==> src/rtl/i2s_tx.sv <==
// i2s_tx: Philips I2S transmitter and clock master.
// Divides aclk to produce bclk/lrclk, holds one stereo frame behind a
// valid/ready handshake and shifts it out MSB first, left then right.
// Ports:
//   aclk, arst       system clock, synchronous active-high reset
//   enable           run/stop for the serial clocks
//   din_l, din_r     left/right 32-bit samples
//   din_valid        input frame valid
//   din_ready        holding register empty (combinational: ~full & ~arst)
//   bclk, lrclk      serial bit clock and word select (0 = left)
//   dout             serial data, changes on bclk falling edges
//   underrun         one-cycle pulse when a frame starts with nothing held
module i2s_tx #(
  parameter int unsigned BCLK_DIV = 4
) (
  input  logic        aclk,
  input  logic        arst,
  input  logic        enable,
  input  logic [31:0] din_l,
  input  logic [31:0] din_r,
  input  logic        din_valid,
  output logic        din_ready,
  output logic        bclk,
  output logic        lrclk,
  output logic        dout,
  output logic        underrun
);

  localparam int unsigned DIV_W = $clog2(BCLK_DIV);
  localparam logic [DIV_W-1:0] DIV_LAST = DIV_W'(BCLK_DIV - 1);

  logic [DIV_W-1:0] div;
  logic [5:0]       b;
  logic             full;
  logic [31:0]      hold_l;
  logic [31:0]      hold_r;
  logic [63:0]      shift;

  logic             tc;
  logic             fall;
  logic             load;
  logic             xfer;
  logic [5:0]       b_next;
  logic [63:0]      frame;

  // Divider terminal count; a fall is the terminal count while bclk is high.
  assign tc     = enable && (div == DIV_LAST);
  assign fall   = tc && bclk;
  assign load   = fall && (b == 6'd63);
  assign b_next = b + 6'd1;

  assign din_ready = ~full & ~arst;
  assign xfer      = din_valid && din_ready;

  // Frame presented at the load: held data, or silence on underrun.
  assign frame = full ? {hold_l, hold_r} : 64'h0;

  // Divider, bit counter, serialiser and handshake.
  always_ff @(posedge aclk) begin
    if (arst) begin
      div      <= '0;
      b        <= 6'd63;
      bclk     <= 1'b0;
      lrclk    <= 1'b0;
      dout     <= 1'b0;
      underrun <= 1'b0;
      full     <= 1'b0;
      hold_l   <= '0;
      hold_r   <= '0;
      shift    <= '0;
    end else begin
      underrun <= 1'b0;

      if (!enable) begin
        // Stopped: abandon the current frame so re-enable starts at b=0.
        div   <= '0;
        b     <= 6'd63;
        bclk  <= 1'b0;
        lrclk <= 1'b0;
        dout  <= 1'b0;
        shift <= '0;
      end else if (tc) begin
        div  <= '0;
        bclk <= ~bclk;
        if (bclk) begin
          b     <= b_next;
          // Word select leads each word's MSB by one bit.
          lrclk <= (b_next >= 6'd31) && (b_next <= 6'd62);
          if (b == 6'd63) begin
            dout     <= frame[63];
            shift    <= {frame[62:0], 1'b0};
            underrun <= ~full;
          end else begin
            dout  <= shift[63];
            shift <= {shift[62:0], 1'b0};
          end
        end
      end else begin
        div <= div + DIV_W'(1);
      end

      // A transfer needs full=0, so it never collides with a clearing load.
      if (xfer) begin
        hold_l <= din_l;
        hold_r <= din_r;
        full   <= 1'b1;
      end else if (load) begin
        full <= 1'b0;
      end
    end
  end

endmodule

==> config.mk <==
export PLATFORM = sky130hd
export DESIGN_NAME = i2s_tx
export DESIGN_NICKNAME = d
export VERILOG_FILES = /design/src/rtl/i2s_tx.sv
export SDC_FILE = /design/constraint.sdc
export NUM_CORES = 1
export LEC_CHECK = 0
export BUFFER_PORTS_ARGS = -buffer_cell sky130_fd_sc_hd__clkbuf_2
export CAP_MARGIN = 20
export CORE_MARGIN = 10
export CORE_UTILIZATION = 30
export CTS_CLUSTER_DIAMETER = 60
export CTS_CLUSTER_SIZE = 40
export DETAILED_ROUTE_END_ITERATION = 12
export PLACE_DENSITY = 0.5
export SLEW_MARGIN = 10
export SYNTH_ARGS = -nofsm -noshare
export SYNTH_HDL_FRONTEND = slang
export SYNTH_SLANG_ARGS = --single-unit
==> constraint.sdc <==
create_clock -name aclk -period 2.36 [get_ports aclk]
set_input_delay 0.472 -clock aclk [delete_from_list [all_inputs] [get_ports aclk]]
set_output_delay 0.472 -clock aclk [all_outputs]
set_load 0.03 [all_outputs]
==> impl_summary.md, run 1 <==
Global routing
The number of global-route vias before repair came to 4327. The initial antenna violation count was 0. Across every metal layer, demand over resource in global routing totals 10.62%.

The pin count of the biggest net entering global routing is 55. The first-pass GRT wire length is 20890 um. Summed over all layers, the global routing overflow is 0.

Power and ir drop
The post-route total power is 5.246 mW. The power per cell area is 803.7 nW/um^2. The peak supply drop is 0.4838 mV. In this run the static leakage power is 2.440 nW.

Logic synthesis
The cell count after synthesis came out at 627. The average instance in the mapped netlist occupies 8.535 sq um. The synthesized design contains 140 register bits. In the synthesized netlist the async set-or-reset flop fraction comes to 0%. Yosys printed 0 warnings. The register area share after synthesis is 52.37%.

The distinct cell type count after synthesis is 30. Summing every instance area after synthesis gives 5351 sq um. The most common flop cell mapped by yosys is sky130_fd_sc_hd__dfxtp_1. The number of synthesized flops with an enable pin is 0. Synthesis produced a netlist with a net count of 699.

STA
The final critical delay including setup and external delays is 1936 ps. The achievable clock frequency is 0.5164 GHz. For the pin with the worst max-slew slack, the measured transition is 600.8 ps. The total count of hold-check failures in the final report is 0. Setup repair after global routing left no endpoint under its margin.

In this run the tightest slew margin relative to its limit is 59.95%. The final-report setup violation count is 0. The portion of the clock cycle consumed by the worst path in the final layout is 82.05%. The clock skew is 9.765 ps. For the final routed database, the setup TNS stands at 0 ps.

The final max-slew violation count was 0.

Place
The number of cells after detailed placement is 893. The count of buffers from port buffering is 72. The HPWL after detailed placement is 8420 um. The routability congestion estimate is 0.8028.

Final layout
Of the cells placed in the final design, the portion with a size suffix greater than 1 is 17.29%. The repair_antennas step left the layout with diodes totalling 0. The net total in the final layout is 759.

For this run, the share of the core covered by cells in the final layout is 37.48%. The count of cells in the finished layout, fillers not included, comes to 925. From synthesis to final layout, the design area changed by 21.98%.

CTS
The root buffer cell is sky130_fd_sc_hd__clkbuf_16. The post-CTS setup-driven buffer insertion count is 0. The clock-pin slew on the worst setup and hold paths is 60 ps.

Counting the buffers created by CTS gives 17. The tree built by TritonCTS fans out to 140 sinks. The clock latency reported for the late side of the worst-skew pair is 420 ps. The CTS tree is yes.

The number of gates resized after cts is 0. After clock tree synthesis, the flow added hold-fix buffers numbering 0. The number of buffers on the longest clock path is 2. The H-tree was split into 4 levels.

Floorplanning
The number of I/O pins is 73. The total core area is 17420 sq um. In this run the core area contains 48 standard-cell rows. The die covers 23580 sq um.

The initial cell density of the core is 30.73%. The die width is 153.6 um. From bottom edge to top edge, the die measures 153.6 um.

Routing
The per-cell via count in the routed design is 4.667. The post-route antenna net violation count is 0. The remaining design rule violation count is 0. The pre-antenna-repair detailed-routing pass consisted of 4 iterations. Dividing the detail-routed wire length by the instance count gives 13.66 um. After detailed routing, the total wire length is 12640 um. The number of DRC violations after detailed-routing iteration 0 is 269. Summing over every cut layer, the via total after detailed routing is 4317.

Min path
The startpoint identified for the worst hold timing path is din_l[11]. The min-delay analysis places its worst path in the category input port to flop.

Critical path
The critical path in this run is classified as flop to flop. The launch instance of the worst register-to-register path is b[0]$_SDFFE_PP1P_. The critical path arrival is 2290 ps. The cell at the slowest stage of the critical path is sky130_fd_sc_hd__dfxtp_1. The worst stage delay on the critical path is 460 ps. The critical path data required time is 2710 ps.

STA classifies the critical path endpoint as a flop. Counting both buffers and inverters, the worst setup path holds a total of 2. The signal on the critical path passes through ha_1, nand2_1, nor4_4, buf_4, nor2b_1, buf_4, a22o_1.

In this design, the critical path's most frequently occurring cell is sky130_fd_sc_hd__buf_4. The top cell family by delay on the critical path is simple AND/OR/NAND/NOR gates. The start point of the critical path is b[0]$_SDFFE_PP1P_. In this run the worst path has a maximum fanout of 14.

The kind of start point of the critical path is a flop.

Outcome
The run finished with clean final reports.

Run
Across the run, the number of max-cap violations was 0.
-- power breakdown --
| group | internal, mW | total [mW] | leakage, nW | switching [mW] |
|---|---|---|---|---|
| logic | 0.105 | 0.223 | 1.02 | 0.119 |
| registers | 2.44 | 2.49 | 1.14 | 0.0458 |
| clock network | 1.58 | 2.53 | 0.284 | 0.949 |
| total | 4.13 | 5.25 | 2.44 | 1.11 |
-- state kept, by name, summed over array words and instances (netlist names), 2 cells and up --
signal and count:
b 6, hold_l 32, div 2, shift 63
hold_r 32
-- final timing paths --
| check | depth (start not counted) | slack, ps | end |
|---|---|---|---|
| worst max-delay path | 7 | 420 | shift[1]$_SDFFE_PP0P_ |
| worst min-delay path | 3 | 250 | hold_l[11]$_SDFFE_PP0P_ |
| worst max register to register | 7 | 420 | shift[1]$_SDFFE_PP0P_ |
| worst min register to register | 1 | 430 | div[0]$_SDFF_PP0_ |
-- cells in the mapped netlist (2+ instances only) --
cell                       number  area, sq um
sky130_fd_sc_hd__dfxtp_1      140         2803
sky130_fd_sc_hd__nand2b_1      66        412.9
sky130_fd_sc_hd__clkbuf_1      35        131.4
sky130_fd_sc_hd__xor2_1         4        35.03
sky130_fd_sc_hd__and2_1         2        12.51
sky130_fd_sc_hd__a22oi_1       63        473.0
sky130_fd_sc_hd__xnor2_1        5        43.79
sky130_fd_sc_hd__ha_1           4        50.05
sky130_fd_sc_hd__buf_2          8        40.04
sky130_fd_sc_hd__o21ai_0       91        455.4
sky130_fd_sc_hd__nand2_1      148        555.5
sky130_fd_sc_hd__inv_1          4        15.01
sky130_fd_sc_hd__nor2_1         6        22.52
sky130_fd_sc_hd__nor3_1         4        20.02
sky130_fd_sc_hd__nor2b_1        2        12.51
sky130_fd_sc_hd__o21ai_1       26        130.1
sky130_fd_sc_hd__nand3_1        2        10.01
sky130_fd_sc_hd__buf_1          3        11.26
sky130_fd_sc_hd__nand4_1        3        18.77
-- tightest hold or removal path: stages --
cell and delay, ps:
sky130_fd_sc_hd__clkbuf_2 80, sky130_fd_sc_hd__nand2_1 30, sky130_fd_sc_hd__o21ai_0 50
-- kinds of logic (layout without fill, tap and decap cells) --
kind of cell	Yosys count	in the layout	synth area share (%)
AOI/OAI and AO/OA	185	185	20.48
xor gates and xnor gates	9	9	1.473
adders and majority gates	4	4	0.9353
buffers and inverters	50	123	3.694
DFF	140	140	52.37
and+or+nand+nor	239	239	21.04
-- cell type report --
class	instances	area, sq um
fill	1810	10890
sequential	140	2803
multi-input combinational	437	2362
clock buffer	26	509.2
timing repair buffer	87	498.0
tap	225	281.5
clock inverter	6	58.81
inverter	4	15.01
-- per-layer routing --
layer / global-route usage, % / up-vias / part of all wire [%]
met3: 2.789 / 17 / 3.3
met2: 17.45 / 68 / 47
li1: - / 2252 / -
met4: 5.623 / 0 / 2.0
met1: 12.41 / 1980 / 47
met5: 0 / - / 0
-- placed cells by master (no fill, tap or decap), drive strengths merged, types with 5 or more instances in the layout --
| master | netlist | routed |
|---|---|---|
| a22oi | 63 | 63 |
| buf | 11 | 15 |
| clkbuf | 35 | 98 |
| clkinv | 0 | 5 |
| dfxtp | 140 | 140 |
| nand2 | 148 | 148 |
| nand2b | 66 | 66 |
| nor2 | 6 | 6 |
| nor3 | 5 | 5 |
| o21ai | 117 | 117 |
| xnor2 | 5 | 5 |
-- metrics by stage --
stage	hold slack, ps	worst slack [ps]	instance area (sq um)
2_1_floorplan	404.3	360.6	5351
3_3_place_gp	412.8	530.8	5959
3_5_place_dp	424.5	450.9	5959
4_1_cts	237.3	428.7	6528
5_1_grt	239.8	275.4	6528
6_report	249.8	423.6	6528
Note: power is estimated with default switching activity, not from simulation.
==> run 2, diff against run 1 <==
- PLACE_DENSITY: 0.5 -> 0.52
- clock period: 2.36 -> 1.7 ns (I/O delays scaled with it)
==> run 2 against run 1 <==
Setup slack got worse by 310 ps; first-iteration DRC count shrank 19%; total power rose by 50%; critical endpoint is now lrclk$_SDFFE_PP0P_; highest routed layer unchanged; sequential power rose by 39%.
==> impl_summary.md, run 2 (same netlist as run 1, synthesis figures left out) <==
Power and ir drop
The analysis attributes to net switching a power of 1.665 mW. In this run the power density over the cells is 1162 nW/um^2. The analysis attributes to cell leakage a power of 2.524 nW. The share of total power dissipated in sequential elements is 44.0%. In this run, the combinational gates consume 4.1% of the power.

Cell internal power was estimated by the tool at 6.187 mW. The clock share of power is 51.9%. Of the total power, the share spent switching nets is 21.20%. The peak supply drop is 0.7148 mV.

Critical path
The critical path data required time is 2020 ps. The worst setup path is launched from a flop. The critical path start-end classification is flop to flop. Data on the critical path arrives at its endpoint at 1900 ps. The worst setup path is captured at a flop. Measured in cells, the most critical reg-to-reg path has a length of 5.

The start point of the critical path is b[3]$_SDFFE_PP1P_. In this run the worst path has a maximum fanout of 5. The worst register-to-register path begins at b[3]$_SDFFE_PP1P_.

Global routing
The pin count of the biggest net entering global routing is 59. The number of global-route vias before repair is 4279. The initial antenna violation count is 0. The first-pass GRT wire length is 21050 um. Global routing consumed, over all layers together, 10.67% of the routing resources. The final global-route overflow total is 0.

Final layout
The utilization after layout is 38.79%. The share of cells above drive strength 1 is 19.66%. The number of inserted filler cells in the final layout is 1792. The flip-flop count of the largest register, all copies and words added is 63. The leading cell type in the layout, fill and taps excluded is sky130_fd_sc_hd__nand2_1.

The finished cells cover 6755 sq um. Once layout is complete, the cells apart from fillers number 932. Compared with the post-synthesis result, the final layout area differs by 26.23%. The net total in the final layout is 766. The most flop-heavy register is shift.

The antenna diode instance count is 0. In the final layout, the registers with the most flip-flops are shift (63), hold_l (32), hold_r (32). In the layout the commonest cells are 147 x sky130_fd_sc_hd__nand2_1, 138 x sky130_fd_sc_hd__dfxtp_1, 86 x sky130_fd_sc_hd__o21ai_0, 72 x sky130_fd_sc_hd__clkbuf_2, 65 x sky130_fd_sc_hd__nand2b_1.

CTS
CTS placed an instance of sky130_fd_sc_hd__clkbuf_16 at the clock tree root. The CTS tree is yes. The clock-pin slew on the worst setup and hold paths is 60 ps. Clock tree synthesis inserted a total of 17 buffers.

Clock tree synthesis found a total of 140 sinks. The clock tree synthesis step divided the H-tree into 4 levels. In this run the deepest clock path goes through 2 buffers. At the later pin of the worst-skew pair, clock insertion delay measures 420 ps.

STA
Between clock sinks in the finished design, the worst skew comes to 12.48 ps. The worst slew slack as a fraction of its limit is 64.35%. Subtracting the final worst setup slack from the clock period gives 1587 ps.

The portion of the clock cycle consumed by the worst path in the final layout is 93.35%. The final max-slew violation count is 0. Setup violations remaining at the end of the flow were counted as 0. The achievable clock frequency is 0.6301 GHz. The total count of hold-check failures in the final report is 0. Summed over all failing endpoints, the final setup total negative slack is 0 ps. For the pin with the worst max-slew slack, the measured transition is 534.8 ps.

Floorplanning
The number of I/O pins is 73. The initialized floorplan defines 48 standard-cell rows. The die area is 23580 sq um. The die width is 153.6 um. Once the floorplan was initialized, standard cells occupied 30.73% of the core. The total core area is 17420 sq um.

The die is 153.6 um tall.

Routing
In the routed layout, each cell is associated on average with a via count of 4.736. The total vias in the final route is 4414. The number of iterations in the first detailed-routing pass is 4.

For this block, the initial DRC count from the detailed router was 218. The count of nets left with antenna violations once routing finished came out at 0. In the routed design, unresolved DRC markers number 0. The final wirelength is 12780 um. In the final routed layout, each cell accounts on average for 13.72 um.

Place
The count of buffers from port buffering is 72. Detailed placement ended at an HPWL of 8418 um. Counting tap cells, the placed design contains a total of 898 instances. The post-detailed-placement cell area is 6031 sq um.

At the end of routability-driven placement, the weighted congestion stood at 0.7663.

Min path
The hold path startpoint is din_l[0]. The class of the tightest hold or removal check is input port to flop. Along the worst hold path, the cell count comes to 3.

Run
Across the run, the number of max-cap violations was 0.

Outcome
The flow ran to the end, and the final reports show no timing, DRC or antenna violations.
## run 2: cell types whose count changed in the layout (fill, tap and decap cells not counted), sizes merged
cell / previous run / this run
bufinv: 1 / 5
clkinv: 5 / 7
clkbuf: 98 / 90
buf: 15 / 22
clkinvlp: 0 / 1
inv: 4 / 5
## run 2: through the flow
stage                     setup WS, ps  hold WS [ps]  power (mW)
after floorplan                  21.20         404.3       3.683
final                            113.1         110.7       7.852
after CTS                        1.545         95.77       7.960
after global placement           58.42         411.4       3.842
after detailed placement        -30.29         417.5       3.850
after global routing            -10.70         104.4       8.136
## run 2: repair_timing
| item | CTS | global route |
|---|---|---|
| setup endpoints to repair | 19 | 64 |
| buffers inserted | 1 | 0 |
| pin swaps | 1 | 1 |
| cloned | 0 | 1 |
| gates resized for setup | 3 | 16 |
| hold buffers | 0 | 0 |
## run 2: layer usage
layer  wire length [um]  up-vias  global-route usage [%]
li1                   -     2271                       -
met4                221        0                   3.644
met1               6037     2053                   13.34
met2               5994       75                   16.66
met3                531       15                   3.794
met5                  0        -                       0
## run 2: worst paths after layout
check             slack, ps                endpoint
setup reg to reg        110      lrclk$_SDFFE_PP0P_
setup / recovery        110      lrclk$_SDFFE_PP0P_
hold reg to reg         440  shift[20]$_SDFFE_PP0P_
hold / removal          110  hold_l[0]$_SDFFE_PP0P_
## run 2: cell type report
| class | instances | area [sq um] | area share [%] |
|---|---|---|---|
| repair buffers | 94 | 598.1 | 8.853 |
| clock buffers | 18 | 439.2 | 6.501 |
| inverters | 4 | 15.01 | 0.2223 |
| multi-input cells | 437 | 2400 | 35.53 |
| flip-flops and latches | 140 | 2805 | 41.53 |
| well taps | 225 | 281.5 | 4.167 |
| clock inverters | 14 | 216.5 | 3.204 |
## run 2: critical path, cell delays in order (launching register included)
cell                      delay [ps]
sky130_fd_sc_hd__dfxtp_1         430
sky130_fd_sc_hd__nand4_1         170
sky130_fd_sc_hd__or2_2           330
sky130_fd_sc_hd__xnor2_1         170
sky130_fd_sc_hd__a31oi_1          80
sky130_fd_sc_hd__o41ai_2         300
## run 2: power groups by stage
stage                     Sequential (mW)  Clock [mW]  Combinational, mW
after floorplan                      3.50           0              0.179
after global placement               3.53           0              0.314
after detailed placement             3.53           0              0.322
after CTS                            3.46        4.18              0.324
after global routing                 3.47        4.30              0.366
final                                3.46        4.07              0.320
==> run 3, diff against run 2 <==
- CORE_UTILIZATION: 30 -> 44
- PLACE_DENSITY: 0.52 -> 0.69
- SLEW_MARGIN: 10 -> unset
==> run 3 against run 2 <==
Total power shrank 6.1%; register-to-register slack is essentially flat; utilization grew 16 points; largest cell class unchanged; die area shrank 28%; via count shrank 1.4%; highest routed layer unchanged; setup slack gained 5.8 ps.
==> impl_summary.md, run 3 (same netlist as run 1, synthesis figures left out) <==
Power and ir drop
IR analysis of the VDD net gives a maximum drop of 0.5952 mV. The switching power of the nets is 1.595 mW. The combinational group share of total power is 4.4%.

The internal cell power is 5.777 mW. The post-route total power is 7.372 mW. The power per cell area is 1117 nW/um^2.

The clock network is responsible for 48.8% of the overall power. Of the total power, the share spent switching nets is 21.63%. The static leakage is 2.488 nW. The share of total power dissipated in sequential elements is 46.9%.

Final layout
The area overhead of the layout relative to synthesis is 23.33%. Once layout is done, the placed cells without fillers occupy 6600 sq um. In the final layout, the registers with the most flip-flops are shift (63), hold_l (32), hold_r (32). The number of inserted filler cells in the final layout is 1056.

The most flop-heavy register is shift. The net count of the finished layout is 769. The antenna diode instance count is 0. The leading cell type in the layout, fill and taps excluded is sky130_fd_sc_hd__nand2_1. The share of cells above drive strength 1 is 20.00%. Excluding fillers, the count of instances in the completed layout stands at 857. The register with the most flip-flops in the layout has 63 of them. The library cells used most frequently in the layout, excluding fill and tap cells, are 148 x sky130_fd_sc_hd__nand2_1, 135 x sky130_fd_sc_hd__dfxtp_1, 88 x sky130_fd_sc_hd__o21ai_0, 72 x sky130_fd_sc_hd__clkbuf_2, 65 x sky130_fd_sc_hd__nand2b_1.

Critical path
The critical path capture point type is a flop. The critical path start-end classification is flop to flop. Of all nets on the critical path, the largest fanout is 14. The worst register-to-register path has a depth of 8. The critical path data required time is 2050 ps. The critical path arrival is 1930 ps. In this run the critical register-to-register path is captured at shift[31]$_SDFFE_PP0P_. For flop-to-flop paths, the worst setup slack is 120 ps. The launch instance of the worst register-to-register path is div[0]$_SDFF_PP0_.

The kind of start point of the critical path is a flop.

Routing
The post-route antenna net violation count is 0. After detailed routing, the number of remaining DRC violations is 0. The routed length per instance is 13.90 um. The per-cell via count in the routed design is 5.081. The number of DRC violations after detailed-routing iteration 0 is 381. The detailed router placed 4354 vias in this run. The routed design has 11910 um of wire. The first detailed-routing pass ran for 7 iterations.

CTS
TritonCTS built the clock tree. The clock net in this run drives a total of 140 sinks. The root buffer cell is sky130_fd_sc_hd__clkbuf_16. Clock-pin slew was measured on the worst setup and hold paths at 60 ps. The number of buffers created by CTS is 17. The H-tree depth reported by CTS is 4. At the later pin of the worst-skew pair, clock insertion delay measures 420 ps. The number of buffers on the longest clock path is 2.

Place
The number of cells after detailed placement is 821. The HPWL after detailed placement is 7897 um. Once placement finished, the instance area stood at 5941 sq um. The routability congestion estimate is 0.8058. The count of buffers from port buffering is 72. The post-place setup slack is -66.65 ps.

Floorplanning
73 I/O pins were placed. The total core area is 11960 sq um. The floorplan step defined a die boundary enclosing 16970 sq um.

Once the floorplan was initialized, standard cells occupied 44.74% of the core. The die width is 130.3 um. The number of core rows is 40. Measured along the y axis, the die boundary spans 130.3 um.

Global routing
In the global route stage, overall resource usage came out at 14.74%. The pin count of the biggest net entering global routing is 64. The initial antenna violation count came to 0. The first global-routing pass estimated 20130 um of wire. The total overflow left after global routing is 0. The number of global-route vias before repair is 4284.

Outcome
The flow ran to the end, and the final reports show no timing, DRC or antenna violations.

STA
For the pin with the worst max-slew slack, the measured transition is 531.7 ps. The achievable clock frequency is 0.6325 GHz. The worst slew slack as a fraction of its limit is 64.55%.

Setup violations remaining at the end of the flow were counted as 0. The final critical delay including setup and external delays is 1581 ps. The final max-slew violation count was 0. The worst-case setup margin in the final layout is 118.9 ps. The total count of hold-check failures in the final report is 0. After layout, the worst path uses 93.01% of the clock period. On the final layout, the worst clock skew is 6.998 ps.

Min path
The worst hold path passes through 3 cells. The sink of the worst hold path is hold_l[8]$_SDFFE_PP0P_. The tightest min-delay check is of the input port to flop type. The worst hold path begins at din_l[8].

Run
The total of max-cap violations is 0.
-- run 3: cell type report --
type	instances	area [sq um]	area share, %
inverters	4	15.01	0.2275
well taps	147	183.9	2.787
clock buffers	22	464.2	7.033
clock inverters	10	115.1	1.744
repair buffers	97	603.1	9.137
multi-input cells	437	2410	36.51
flip-flops and latches	140	2809	42.56
-- run 3: power by group through the flow --
stage                     sequential [mW]  combinational (mW)  clock (mW)
after floorplan                      3.50               0.179           0
after global placement               3.53               0.308           0
after detailed placement             3.53               0.318           0
after CTS                            3.46               0.322        3.66
after global routing                 3.47               0.369        3.81
final                                3.46               0.321        3.59
-- run 3: what timing repair did --
action                                  4_1_cts  5_1_grt
endpoints found under the setup margin       29       58
pin swaps                                     2        3
buffers inserted                              1        2
gates resized for setup                       9        8
gates cloned                                  1        0
hold buffers                                  0        0
-- run 3: worst max path at each step --
stage	start	end	slack, ps	cells past startpoint
5_1_grt	div[0]$_SDFF_PP0_	shift[34]$_SDFFE_PP0P_	-8	8
4_1_cts	div[1]$_SDFF_PP0_	shift[30]$_SDFFE_PP0P_	20	8
3_3_place_gp	b[1]$_SDFFE_PP1P_	shift[45]$_SDFFE_PP0P_	100	7
3_5_place_dp	b[1]$_SDFFE_PP1P_	shift[42]$_SDFFE_PP0P_	-70	7
6_report	div[0]$_SDFF_PP0_	shift[31]$_SDFFE_PP0P_	120	8
2_1_floorplan	b[1]$_SDFFE_PP1P_	shift[53]$_SDFFE_PP0P_	20	7
-- run 3: worst max-delay path, cell delays in order, from the launching register on --
cell and delay (ps):
sky130_fd_sc_hd__dfxtp_2 350, sky130_fd_sc_hd__ha_4 160, sky130_fd_sc_hd__nand3_4 100, sky130_fd_sc_hd__nor4_4 280
sky130_fd_sc_hd__buf_4 170, sky130_fd_sc_hd__buf_4 110, sky130_fd_sc_hd__buf_12 130, sky130_fd_sc_hd__a22oi_1 70
sky130_fd_sc_hd__o21ai_1 140
-- run 3: routing by layer --
metal / up-vias / global-route usage (%) / share of wire [%]
li1: 2268 / - / -
met1: 2001 / 18.18 / 46
met2: 73 / 22.98 / 48
met3: 12 / 5.071 / 5.1
met4: 0 / 6.151 / 1.5
met5: - / 0 / 0
-- run 3: through the flow --
stage               util, %  TNS, ps  hold WS (ps)
floorplan                 -        0         404.3
global placement      49.67        0         420.0
detailed placement    49.67   -150.0         441.3
CTS                   54.83        0         101.1
global route          55.18   -16.69         111.8
finish                55.18        0         111.5
